==> config.mk <==
export PLATFORM = sky130hd
export DESIGN_NAME = count_sequencer
export DESIGN_NICKNAME = d
export VERILOG_FILES = /design/src/rtl/count_sequencer.sv
export SDC_FILE = /design/constraint.sdc
export NUM_CORES = 1
export LEC_CHECK = 0
export CORE_MARGIN = 5
export CORE_UTILIZATION = 50
export CTS_CLUSTER_SIZE = 40
export DETAILED_ROUTE_END_ITERATION = 8
export HOLD_SLACK_MARGIN = 0.05
export PLACE_DENSITY = 0.87
export RECOVER_POWER = 50
export SYNTH_ARGS = -nofsm -noshare
export SYNTH_HDL_FRONTEND = slang
export SYNTH_SLANG_ARGS = --single-unit
==> constraint.sdc <==
create_clock -name clk -period 2.4 [get_ports clk]
set_input_delay 0.48 -clock clk [delete_from_list [all_inputs] [get_ports clk]]
set_output_delay 0.48 -clock clk [all_outputs]
set_load 0.05 [all_outputs]
==> src/rtl/count_sequencer.sv <==
// Command sequencer around a WIDTH-bit cycle counter: start/pause/stop with
// one-shot or continuous mode, limit and mode latched when a run starts.
module count_sequencer #(
  parameter int unsigned WIDTH         = 10,
  parameter int unsigned DEFAULT_LIMIT = 999
) (
  input  logic             clk,
  input  logic             reset,
  input  logic             start,
  input  logic             stop,
  input  logic             hold,
  input  logic             cont,
  input  logic [WIDTH-1:0] limit,
  output logic [WIDTH-1:0] q,
  output logic             busy,
  output logic             done,
  output logic             wrap,
  output logic [1:0]       state
);

  typedef enum logic [1:0] {
    IDLE  = 2'd0,
    RUN   = 2'd1,
    PAUSE = 2'd2,
    DONE  = 2'd3
  } state_t;

  state_t           cur_state, nxt_state;
  logic [WIDTH-1:0] q_r, q_n;
  logic [WIDTH-1:0] lim_r, lim_n;
  logic             mode_r, mode_n;
  logic             busy_r, busy_n;
  logic             done_r, done_n;
  logic             wrap_r, wrap_n;
  logic             advance;

  always_ff @(posedge clk or negedge reset) begin
    if (!reset) begin
      cur_state <= IDLE;
      q_r       <= '0;
      lim_r     <= WIDTH'(DEFAULT_LIMIT);
      mode_r    <= 1'b0;
      busy_r    <= 1'b0;
      done_r    <= 1'b0;
      wrap_r    <= 1'b0;
    end else begin
      cur_state <= nxt_state;
      q_r       <= q_n;
      lim_r     <= lim_n;
      mode_r    <= mode_n;
      busy_r    <= busy_n;
      done_r    <= done_n;
      wrap_r    <= wrap_n;
    end
  end

  // RUN and a resuming PAUSE share the same count/terminal action via 'advance'.
  always_comb begin
    nxt_state = cur_state;
    q_n       = q_r;
    lim_n     = lim_r;
    mode_n    = mode_r;
    done_n    = 1'b0;
    wrap_n    = 1'b0;
    advance   = 1'b0;

    case (cur_state)
      IDLE: begin
        q_n = '0;
        if (!stop && start) begin
          lim_n     = limit;
          mode_n    = cont;
          nxt_state = RUN;
        end
      end
      RUN, PAUSE: begin
        if (stop) begin
          nxt_state = IDLE;
          q_n       = '0;
        end else if (hold) begin
          nxt_state = PAUSE;
        end else begin
          nxt_state = RUN;
          advance   = 1'b1;
        end
      end
      DONE: begin
        if (stop) begin
          nxt_state = IDLE;
          q_n       = '0;
        end else if (start) begin
          lim_n     = limit;
          mode_n    = cont;
          q_n       = '0;
          nxt_state = RUN;
        end
      end
      default: begin
        nxt_state = IDLE;
        q_n       = '0;
      end
    endcase

    if (advance) begin
      if (q_r != lim_r) begin
        q_n = q_r + 1'b1;
      end else if (mode_r) begin
        q_n    = '0;
        wrap_n = 1'b1;
      end else begin
        nxt_state = DONE;
        done_n    = 1'b1;
      end
    end

    busy_n = (nxt_state == RUN) || (nxt_state == PAUSE);
  end

  always_comb begin
    q     = q_r;
    busy  = busy_r;
    done  = done_r;
    wrap  = wrap_r;
    state = cur_state;
  end

endmodule

== Word-level counts from Yosys, hierarchy flattened ==
Index checks and enable logic that the tools add are counted.
Storage, ports and cells
  register bits after elaboration: 26
  latch bits: 0
  bits in writable memories: 0
  memory bits (read-only): 0
  input port bits: 16
  output and inout bits: 15
  logic and storage cells: 57
  memories kept: 0
Cells by class
  $add $sub $neg: 1
  $mul: 0
  div/mod/pow operators: 0
  order comparisons: 0
  eq/ne operators: 9
  shift-type cells: 0
  multiplexer cells: 33
  bitwise operators: 0
  reduce and logical (&&, ||, !) cells: 7
Operators by type and width (count)
  2-to-1 mux 10 bit: 9
  case mux 10 bit (3 select lines): 1
  case mux 10 bit (2 select lines): 1
  2-to-1 mux 2 bit: 8
  2-to-1 mux 1 bit: 12
  adder 10 x 1 -> 10 bit (second input constant): 1
  inequality test 10 bit: 1
  == test 2 bit (second input constant): 3
  inequality test 2 bit (second input constant): 3
  case mux 2 bit (3 select lines): 1
  == test 2 x 1 -> 1 bit (second input constant): 2
  AND reduction 4 bit: 1
  logical NOT 2 bit: 1
  case mux 1 bit (2 select lines): 1
  nonzero test 2 bit: 1
  OR reduction 2 bit: 1
  logical AND 1 bit: 1
  logical NOT 1 bit: 1
  logical OR 1 bit: 1

== Longest topological paths before layout ==
  word-level depth: 9
  mapped depth: 8

== Worst setup path before layout ==
Ideal clock, no wire load.
  path kind: reg-to-reg
  start point: register cur_state[0], in the netlist state[0]
  end point: register busy_r, in the netlist busy
  data arrival time: 2.051 ns
  data required time: 2.281 ns
  setup slack: 0.231 ns
  cell stages (with the launch flop): 9
  path buffers: 1
  period minus slack after synthesis: 2.169 ns
  cell sequence: dfrtp_1 -> inv_1 -> ha_1 -> clkbuf_1 -> or3b_2 -> a21oi_1 -> o22ai_1 -> xnor2_1 -> nor2_1
Between the ends
  longest elaborated chain between the ends: 8
  elaborated cells between the ends (all ways): 16
  those cells by class: 5 x eq/ne; 8 x mux; 3 x reduce/logical
RTL lines
  from (decl): RTL line 28  | state_t cur_state, nxt_state;
  from (signal assigned): RTL line 47  | cur_state <= nxt_state;
  == test 2 x 1 -> 1 bit (tied with other cells): RTL line 67  | case (cur_state)
  OR reduction 2 bit / 2-to-1 mux 2 bit (equally long branches): RTL line 67, 88
  case mux 2 bit (3 select lines): RTL line 67
  2-to-1 mux 2 bit: RTL line 107  | end else if (mode_r) begin
  2-to-1 mux 2 bit: RTL line 105  | if (q_r != lim_r) begin
  2-to-1 mux 2 bit (*): RTL line 104  | if (advance) begin
  == test 2 x 1 -> 1 bit / == test 2 bit (equally long branches): RTL line 116  | busy_n = (nxt_state == RUN) || (nxt_state == PAUSE);
  logical OR 1 bit (*): RTL line 116
  via busy_n: RTL line 32  | logic busy_r, busy_n;
  to (signal assigned): RTL line 51  | busy_r <= busy_n;
  to (decl): RTL line 32
Mark *: on every way through the listed nets, which the timed path passes. The rest lies on a longest branch.
A chain may end at the register's enable or synchronous reset.

== Final worst setup path ==
  start point: register q_r[2], in the netlist q[2]
  end point: output port q[2]
RTL lines
  from (decl): RTL line 29  | logic [WIDTH-1:0] q_r, q_n;
  from (signal assigned): RTL line 48  | q_r <= q_n;
  to (decl): RTL line 14  | output logic [WIDTH-1:0] q,
No word-level cell between the ends.

==> results.cfg <==
[clocking]
cts_max_path_buffers = 2
cts_tree = built
clk_pin_slew_ps = 130
cts_buffers = 3
cts.sinks = 26
cts_root_buf = clkbuf_4
clock_latency_ps = 310
htreeDepth = 1
cts_setup_buffers = 0
post_cts_resized = 0
hold_buffers = 0

[timing]
max_slew.worst_pin.slew_ps = 1350
fmax_mhz = 463
hold_violations = 0
whs_ps = 552
fin_tns_setup_ps = 0
maxSlewViolCount = 0
fin_crit_ps = 2160
rsz0062_at_grt = no
fin_skew_ps = 5.37
finalSetupViolCount = 0
period_share = 0.901
relSlewSlack = 0.102

[yosys]
async_reset_ff_frac = 1.00
synth_top_cell_area_share = 0.313
synth_cell_types = 36
synth.most_common_cell = dfrtp_1
netlist_top_cells_count = dfrtp_1, mux2_2, xor2_1
synth.area.top_cells = dfrtp_1, dfstp_2, mux2_2
ys_seq_area_frac = 0.458
synth_nets = 146
synth_area_sq_mm = 0.00144
ys_warn_count = 0
ys.flop_type = dfrtp_1
synth_top_area_cell = dfrtp_1
syn_inst = 126
synth-edff-count = 0
synth_seq_cells = 26
syn_avg_cell_area_sq_um = 11.4

[worst_setup_path]
setup.worst_path.end = q[2]
cp.arrival_ps = 1680
regToRegStartpoint = state[0]$_DFF_PN0_
critical_path.max_stage_delay_ps = 860
path_depth = 1
path_class = reg -> out
crit_path_cell_trace = clkdlybuf4s50_1
worstSetupStartpoint = q[2]$_DFF_PN0_
slowest_stage = clkdlybuf4s50_1
critPathRequiredTime_ps = 1920
ff2ff_path_depth = 8
critPathMaxFanout = 8
cp-start-kind = flip-flop
crit_path_end_kind = output port
r2r-end = q[6]$_DFF_PN0_
critPathTopFamily = buffers and inverters
rrSetupSlack_ps = 400
worstPathBufferInverterCount = 1

[global_routing]
antenna_found_initial = 0
grtUsageMet2 = 0.282
met1_usage = 0.161
met3_usage = 0.0337
grt_pass1_wl_mm = 4.95
grt_start_max_net_pins = 27
grt-ovfl-total = 0
track_usage = 0.147
grt_pass1_vias = 1167
busiest_layer = met2

[job]
drv_cap = 0

[layout]
nets = 179
final_util = 0.645
diodes = 0
final_area_sq_mm = 0.00178
syn_to_final_growth_pct = 23.4
layout-drive-gt1-share = 0.203

[hold_path]
min-delay-path-class = reg -> reg

[status]
status = completed

[drt]
vias = 1065
wl_mm = 2.84
avgViaCountPerCell = 5.63
antenna_left = 0
drc = 0
drt_first_pass_iters = 4
wl_per_cell_microns = 15.0
drt-initial-drc-count = 55

[place]
port_buffers = 30
dpl.hpwl_mm = 2.21
placed_area_sq_mm = 0.00177
routabilityCongestion = 0.820

[floorplan]
coreArea_sq_mm = 0.00276
initial_core_util = 0.523
fp.dieW_microns = 63.7
chipHeight_microns = 63.7
io_pins = 31
die-area_sq_mm = 0.00406
num_rows = 19

[power]
peakVddDrop_mv = 0.648
p_leak_uw = 0.000801
power.density_mw_per_mm2 = 865
==> power by group <==
| group | switching (uW) | internal (uW) |
|---|---|---|
| Combinational | 355 | 298 |
| Sequential | 93.2 | 610 |
| Clock | 117 | 64.8 |
==> layout make-up <==
type	instances	area, sq um
clock buffers	4	26.3
fillers	217	980
inverters	7	26.3
multi-input cells	89	714
flip-flops and latches	26	661
well taps	31	38.8
repair buffers	32	312
==> state kept, by name, summed over array words and instances (netlist names) <==
register and flops:
lim_r 10, mode_r 1, busy 1, wrap 1, done 1, q 10, state 2
==> cells in the final DEF (no fill, tap or decap), drive strengths merged, types with 4 or more instances in the layout <==
master / netlist / final
a221o: 7 / 7
and3: 6 / 6
clkbuf: 2 / 5
clkdlybuf4s50: 0 / 29
dfrtp: 18 / 18
dfstp: 8 / 8
ha: 4 / 4
inv: 7 / 7
mux2: 11 / 11
nand2: 5 / 5
nand3: 4 / 4
nor2: 6 / 6
nor2b: 5 / 5
o21ai: 4 / 4
xor2: 10 / 10
==> kinds of logic (layout without fill, tap and decap cells) <==
kind of cell,Yosys count,after routing,synth area share
AND/OR/NAND/NOR,41,41,0.179
flip-flops,26,26,0.458
AO/OA/AOI/OAI,20,20,0.128
XOR/XNOR,12,12,0.0729
multiplexers,12,12,0.0929
buffers and inverters,11,43,0.0347
adder cells (fa/ha/maj),4,4,0.0347
==> layer usage <==
| layer | part of all wire | wire length, microns |
|---|---|---|
| met5 | 0 | 0 |
| met4 | 0.0035 | 10 |
| met3 | 0.048 | 136 |
| met1 | 0.41 | 1170 |
| met2 | 0.54 | 1520 |
==> stage by stage <==
stage          setup slack (ps)  std cells  power, uW
2_1_floorplan               231        126       1210
3_3_place_gp                284        185       1350
3_5_place_dp                200        185       1390
4_1_cts                     227        189       1570
5_1_grt                     168        189       1650
6_report                    239        189       1540
==> how the worst min path moves through the flow <==
stage,from,end,slack (ps),cells after the start
final,lim_r[3]$_DFFE_PN0P_,lim_r[3]$_DFFE_PN0P_,550,1
after global routing,lim_r[4]$_DFFE_PN0P_,lim_r[4]$_DFFE_PN0P_,580,1
after CTS,reset,q[3]$_DFF_PN0_,520,2
after detailed placement,lim_r[3]$_DFFE_PN0P_,lim_r[3]$_DFFE_PN0P_,530,1
after global placement,lim_r[3]$_DFFE_PN0P_,lim_r[3]$_DFFE_PN0P_,520,1
after floorplan,reset,busy$_DFF_PN0_,180,0
No activity file was read; power rests on OpenSTA's default activity.
